[src/rtl/simd_cout_lane_split.sv]
// Multi-cycle SIMD adder/subtractor: resolves one SLICE_W slice per cycle and either
// forwards each slice carry to the next slice or emits it as a lane carry-out.
module simd_cout_lane_split #(
   parameter int SLICE_W = 8
) (
   input  logic                 clk,
   input  logic                 rst_n,
   input  logic                 in_valid,
   output logic                 in_ready,
   input  logic [1:0]           mode,
   input  logic                 sub,
   input  logic                 cin,
   input  logic [4*SLICE_W-1:0] a,
   input  logic [4*SLICE_W-1:0] b,
   output logic                 out_valid,
   input  logic                 out_ready,
   output logic [4*SLICE_W-1:0] sum,
   output logic [3:0]           cout
);

   localparam int W = 4 * SLICE_W;

   typedef enum logic [1:0] {
      IDLE = 2'd0,
      RUN  = 2'd1,
      DONE = 2'd2
   } state_t;

   state_t               state_r;
   state_t               state_s;
   logic [W-1:0]         a_r;
   logic [W-1:0]         b_r;
   logic [1:0]           mode_r;
   logic                 lane_cin_r;
   logic                 carry_r;
   logic [1:0]           k_r;
   logic [W-1:0]         sum_r;
   logic [3:0]           cout_r;
   logic [SLICE_W-1:0]   slice_a_s;
   logic [SLICE_W-1:0]   slice_b_s;
   logic                 carry_in_s;
   logic                 top_s;
   logic [SLICE_W:0]     slice_res_s;

   function automatic logic lane_start(input logic [1:0] m, input logic [1:0] k);
      logic r;
      case (m)
         2'd0:    r = (k == 2'd0);
         2'd1:    r = (k[0] == 1'b0);
         default: r = 1'b1;
      endcase
      return r;
   endfunction

   function automatic logic lane_top(input logic [1:0] m, input logic [1:0] k);
      logic r;
      case (m)
         2'd0:    r = (k == 2'd3);
         2'd1:    r = (k[0] == 1'b1);
         default: r = 1'b1;
      endcase
      return r;
   endfunction

   assign in_ready  = (state_r == IDLE);
   assign out_valid = (state_r == DONE);
   assign sum       = sum_r;
   assign cout      = cout_r;

   // Current slice add: a lane's first slice takes the lane carry-in, others the forwarded carry.
   always_comb begin
      slice_a_s   = a_r[k_r*SLICE_W +: SLICE_W];
      slice_b_s   = b_r[k_r*SLICE_W +: SLICE_W];
      top_s       = lane_top(mode_r, k_r);
      carry_in_s  = lane_start(mode_r, k_r) ? lane_cin_r : carry_r;
      slice_res_s = {1'b0, slice_a_s} + {1'b0, slice_b_s} + {{SLICE_W{1'b0}}, carry_in_s};
   end

   // State register.
   always_ff @(posedge clk or negedge rst_n) begin
      if (!rst_n) begin
         state_r <= IDLE;
      end else begin
         state_r <= state_s;
      end
   end

   // Next-state logic.
   always_comb begin
      state_s = state_r;
      case (state_r)
         IDLE: begin
            if (in_valid) state_s = RUN;
            else          state_s = IDLE;
         end
         RUN: begin
            if (k_r == 2'd3) state_s = DONE;
            else             state_s = RUN;
         end
         DONE: begin
            if (out_ready) state_s = IDLE;
            else           state_s = DONE;
         end
         default: state_s = IDLE;
      endcase
   end

   // Operand capture and per-slice result write-back; subtract pre-inverts b and forces carry-in.
   always_ff @(posedge clk or negedge rst_n) begin
      if (!rst_n) begin
         a_r        <= {W{1'b0}};
         b_r        <= {W{1'b0}};
         mode_r     <= 2'd0;
         lane_cin_r <= 1'b0;
         carry_r    <= 1'b0;
         k_r        <= 2'd0;
         sum_r      <= {W{1'b0}};
         cout_r     <= 4'd0;
      end else begin
         case (state_r)
            IDLE: begin
               if (in_valid) begin
                  a_r        <= a;
                  b_r        <= b ^ {W{sub}};
                  mode_r     <= mode;
                  lane_cin_r <= sub | cin;
                  carry_r    <= 1'b0;
                  k_r        <= 2'd0;
                  sum_r      <= {W{1'b0}};
                  cout_r     <= 4'd0;
               end
            end
            RUN: begin
               sum_r[k_r*SLICE_W +: SLICE_W] <= slice_res_s[SLICE_W-1:0];
               cout_r[k_r] <= top_s ? slice_res_s[SLICE_W] : 1'b0;
               carry_r     <= top_s ? 1'b0 : slice_res_s[SLICE_W];
               k_r         <= k_r + 2'd1;
            end
            default: begin
            end
         endcase
      end
   end

endmodule

[config.mk]
export PLATFORM = sky130hd
export DESIGN_NAME = simd_cout_lane_split
export DESIGN_NICKNAME = d
export VERILOG_FILES = /design/src/rtl/simd_cout_lane_split.sv
export SDC_FILE = /design/constraint.sdc
export NUM_CORES = 1
export LEC_CHECK = 0
export ABC_AREA = 1
export ABC_CLOCK_PERIOD_IN_PS = 4000
export BUFFER_PORTS_ARGS = -buffer_cell sky130_fd_sc_hd__buf_2
export CAP_MARGIN = 15
export CORE_UTILIZATION = 40
export CTS_BUF_LIST = sky130_fd_sc_hd__clkbuf_16
export CTS_CLUSTER_DIAMETER = 120
export DETAILED_ROUTE_END_ITERATION = 12
export SYNTH_ARGS = -nofsm -noshare
export SYNTH_HDL_FRONTEND = slang
export SYNTH_SLANG_ARGS = --single-unit
[constraint.sdc]
create_clock -name clk -period 4 [get_ports clk]
set_clock_uncertainty 0.15 [all_clocks]
set_input_delay 0.4 -clock clk [delete_from_list [all_inputs] [get_ports clk]]
set_output_delay 0.4 -clock clk [all_outputs]
set_load 0.02 [all_outputs]
== After elaboration in Yosys (flattened, before gate mapping) ==
Index checks and enable logic that the tools add are counted.
W data, S select, Z words.

* Output and inout bits: 38
* Bits in latches: 0
* Bits of input ports: 72
* Memories kept: 0
* Flip-flop bits (word level): 108
* RAM bits: 0
* ROM bits: 0
* Word-level logic and storage cells: 55

* Bitwise logic cells: 3
* Div/mod/pow operators: 0
* Order comparisons: 2
* $mul: 0
* Equality and inequality tests: 5
* Shift operators: 4
* Reduce and logical (&&, ||, !) cells: 7
* Add/subtract/negate cells: 4
* Muxes and demuxes: 21

{| class="wikitable"
|+ Operators by type and width
! operator !! number
|-
| $pmux W32 S2 || 1
|-
| $shiftx A32 B6 Y8 || 2
|-
| $neg A5 Y34 || 1
|-
| $shift A8 B34 Y32 const A || 1
|-
| $shiftx A8 B34 Y32 || 1
|-
| $bwmux W32 || 1
|-
| $mux W32 || 1
|-
| $xor A32 B32 Y32 || 1
|-
| $add A8 B8 Y9 || 1
|-
| $add A9 B1 Y9 || 1
|-
| $pmux W4 S2 || 1
|-
| $logic_not A2 Y1 || 3
|-
| $mux W1 || 6
|-
| $mux W2 || 3
|-
| $pmux W1 S2 || 3
|-
| $pmux W2 S3 || 1
|-
| $bwmux W4 || 1
|-
| $eq A2 B1 Y1 const B || 2
|-
| $eq A2 B2 Y1 const B || 2
|-
| $mux W4 || 1
|-
| $pmux W2 S2 || 1
|-
| $reduce_and A2 Y1 || 2
|-
| $lt A2 B3 Y1 const B || 1
|-
| $add A2 B1 Y2 const B || 1
|-
| 7 further kinds || 7
|}

== Logic depth before layout (Yosys ltp) ==
* Depth in word-level cells: 7
* Gate-level depth with buffers: 20

== Worst setup path before layout ==
OpenSTA, ideal clock, no wires.

* Path kind: flip-flop to flip-flop
* From: reg k_r[0]
* To: reg sum_r[20] (netlist: sum[20])
* Clock period less this slack: 3.241 ns
* Stages on the path, launching flop included: 18
* Setup time: 0.076 ns
* Setup slack: 0.759 ns
* Arrival time: 3.014 ns
* Buffers on the path: 2
* Cell sequence: dfrtp_1 -> buf_2 -> inv_2 -> buf_2 -> ha_1 -> inv_1 -> nand2_1 -> a21oi_1 -> a21oi_1 -> fa_1 -> fa_1 -> inv_1 -> nand2_1 -> nand2_1 -> and2_4 -> xor2_2 -> nand2_1 -> o21ai_1

* Longest elaborated chain between the ends: 7
* Elaborated cells on any way between the ends: 13
* Classes of those cells: add/sub (3); shift (4); mux (4); bitwise (1); reduce/logical (1)

{| class="wikitable"
|+ RTL lines
! item !! RTL line !! RTL
|-
| start: declaration || 36 || <nowiki>logic [1:0] k_r;</nowiki>
|-
| start signal: assignment || 137 || <nowiki>k_r <= k_r + 2'd1;</nowiki>
|-
| branches (longest 5 deep; another with $add A8 B8 Y9) || n/a ||
|-
| $bwmux W32 (*) || 134 || <nowiki>sum_r[k_r*SLICE_W +: SLICE_W] <= slice_res_s[SLICE_W-1:0];</nowiki>
|-
| $pmux W32 S2 (*) || 120 || <nowiki>case (state_r)</nowiki>
|-
| end signal: assignment || 117 || <nowiki>sum_r <= {W{1'b0}};</nowiki>
|-
| end signal: assignment || 129 || <nowiki>sum_r <= {W{1'b0}};</nowiki>
|-
| end signal: indexed assignment || 134 ||
|-
| end: declaration || 37 || <nowiki>logic [W-1:0] sum_r;</nowiki>
|}

Mark *: on every way between the ends.
A chain may end at the register's enable or synchronous reset.

== Final worst setup path ==
* From: reg k_r[0]
* To: reg cout_r[2] (netlist: cout[2])

* Longest elaborated chain between the ends: 7
* Elaborated cells on any way between the ends: 18
* Classes of those cells: add/sub (2); order compare (2); eq/ne (1); shift (2); mux (8); bitwise (1); reduce/logical (2)

{| class="wikitable"
|+ RTL lines
! item !! RTL line !! RTL
|-
| branches (longest 5 deep; another with $add A8 B8 Y9) || n/a ||
|-
| $bwmux W4 (*) || 135 || <nowiki>cout_r[k_r] <= top_s ? slice_res_s[SLICE_W] : 1'b0;</nowiki>
|-
| $pmux W4 S2 (*) || 120 ||
|-
| end signal: indexed assignment || 135 ||
|-
| end: declaration || 38 || <nowiki>logic [3:0] cout_r;</nowiki>
|}

Marked as above.

==> run metrics <==
Syn Inst Count 649; GR Overflow Total 0; worst-case clock buffer depth 2; fillers 1302; top post-synthesis cells by area dfrtp_1, nand2_1, o21ai_0; setup_tns 0 ns; Setup Crit Path Kind register to register; final hold vios 0; Leakage 3.35 nW; area grow syn2layout 18.0%; H-tree levels 3; GPL Wtd Cong 0.855; FP Rows 42; drt total wl 13300 um; Clk Latency, worst-skew pair 0.35 ns; first-pass GRT wire length 22600 um; die area 14000 um2; area share of the largest cell type after synthesis 0.498; power per cell area 966 nW/um2; Max Transition Viols Final 0; Slew HR 0.302; Total GRT Usage 0.205; Core ar. 13200 um2; non-filler cells, final 927; Layout Nets 831; measured slew at the worst slew-check pin 1.05 ns; Hold WS 0.0857 ns; Clk pin slew, worst setup/hold paths 0.07 ns; post-layout instance area 6410 um2; crit-path max cell delay 0.42 ns; Iter 0 DRT Violations 378; Most common cell on crit path nand2_1; crit end category register; Setup violations, final 0; share of layout cells above drive strength 1 0.202; CTS tree built; DRC viols 0; Seq/Total Area, Yosys 0.498; synth warn 0; Yosys reg bits 108; EDFF count, synth 0; largest area contributor in the netlist dfrtp_1; cts bufs inserted 9; FFs w/ async S/R, synth 1.00; status finished, final reports clean; cell count after placement 909; Routed WL per cell 14.3 um; VDD IR max 0.390 mV; via density per instance 4.95; most frequent cells in the layout nand2_1, dfrtp_1, buf_2, o21ai_0, nor2_1; width of the die 119 um; Post-DRT Antenna Nets 0; vias in the first global route 4553; # port buffers 109; CP max FO 15; first-pass iteration count of the detailed router 5; final cycle utilization of the critical path 0.826; RSZ-0062 raised after global routing false; Worst EP required 4.14 ns; synthesized area 5430 um2; Antenna Cells 0; initial antenna violation count 0; critical path arrival 3.44 ns; I/O pin cnt 110; syn_nets 734; post-placement cell area 6050 um2; Vias 4586; TritonCTS sink count 108; crit-path cells inv_2 > ha_1 > inv_1 > nand2_1 > a21oi_1 > a21oi_1 > fa_1 > fa_1 > inv_1 > nand2_1 > nand2_1 > and2_4 > nand4_1 > nand2_1 > nand3_1 > nand2_1; Tmin final 3.30 ns; most common cell after layout, fill and taps aside nand2_1; largest net degree at the start of global routing 103; Max-cap violations 0; Cell variety after synth 38; worst min path class input port to register; Starting Density 0.410; setup bufs post-CTS 0; CP max stage cell fa_1; Die Y 119 um; clk root buf clkbuf_16; Syn Area/Cell 8.37 um2; fmax 303 MHz; post-DP HPWL 9370 um; Post-synth top flop dfrtp_1; startpoint types register
## final timing paths
path	slack, ns	startpoint	end	depth (start not counted)
hold reg to reg	0.33	a_r[15]	a_r[15]	2
max in group asynchronous	2.30	rst_n	b_r[28]	4
hold / removal	0.09	out_ready	state_r[1]	2
min in group asynchronous	0.43	rst_n	state_r[1]	2
setup reg to reg	0.70	k_r[0]	cout[2]	16
setup / recovery	0.70	k_r[0]	cout[2]	16
## flip-flops by register name (all words and copies together) (netlist names)
register / count
a_r: 32
b_r: 32
carry_r: 1
cout: 4
k_r: 2
lane_cin_r: 1
mode_r: 2
state_r: 2
sum: 32
## report_power, final
group / internal [mW] / leakage, nW / switching (mW)
logic: 1.13 / 1.80 / 2.27
registers: 1.57 / 1.39 / 0.274
clock network: 0.548 / 0.161 / 0.397
total: 3.25 / 3.35 / 2.94
## final cells by class
cell class / instances / area, um2 / area share
clock buffers: 9 / 225 / 0.0351
clock inverters: 7 / 91.3 / 0.0143
inverters: 38 / 148 / 0.0230
multi-input cells: 472 / 2390 / 0.373
flip-flops and latches: 108 / 2700 / 0.422
well taps: 176 / 220 / 0.0344
repair buffers: 117 / 631 / 0.0984
## per-stage QoR
stage	setup WS (ns)	power, mW	utilization
after global placement	0.790	5.17	0.457
after detailed placement	0.736	5.25	0.457
final	0.697	6.19	0.484
after floorplan	0.759	4.33	-
after CTS	0.714	6.21	0.481
after global routing	0.379	6.78	0.484
## cells by family (layout without fill, tap and decap cells)
logic type      Yosys count  count (layout)  share of synthesized area
simple gates            314             314                      0.237
compound gates          110             110                      0.112
flops                   108             108                      0.498
buf+inv                  69             171                     0.0622
xor+xnor                 35              35                     0.0578
fa+ha+maj                13              13                     0.0327
## synthesized netlist by cell type, types with 10 or more instances
cell type / count
o22ai_1: 12
xnor2_1: 33
dfrtp_1: 108
nor2_1: 36
a21oi_1: 10
o21ai_0: 67
nand2_1: 243
o21ai_1: 10
nand3_1: 13
buf_2: 11
inv_1: 30
ha_1: 11
## critical path, delay by kind of cell, from the launching register on
kind | cells | cell delay [ns]
compound gates | 2 | 0.28
buf+inv | 3 | 0.54
flops | 1 | 0.37
simple gates | 8 | 0.80
fa+ha+maj | 3 | 1.09
## timing repair
action / in CTS / in global routing
hold endpoints to repair: 0 / 40
gates resized for setup: 0 / 0
hold buffers: 0 / 1
## metal layers
| layer | vias to the layer above | share of wire | GRT usage |
|---|---|---|---|
| met4 | 0 | 0.016 | 0.0649 |
| li1 | 2277 | - | - |
| met5 | - | 0 | 0 |
| met2 | 130 | 0.47 | 0.324 |
| met3 | 15 | 0.048 | 0.0425 |
| met1 | 2164 | 0.47 | 0.281 |
Power figures use the tool's default switching activity.
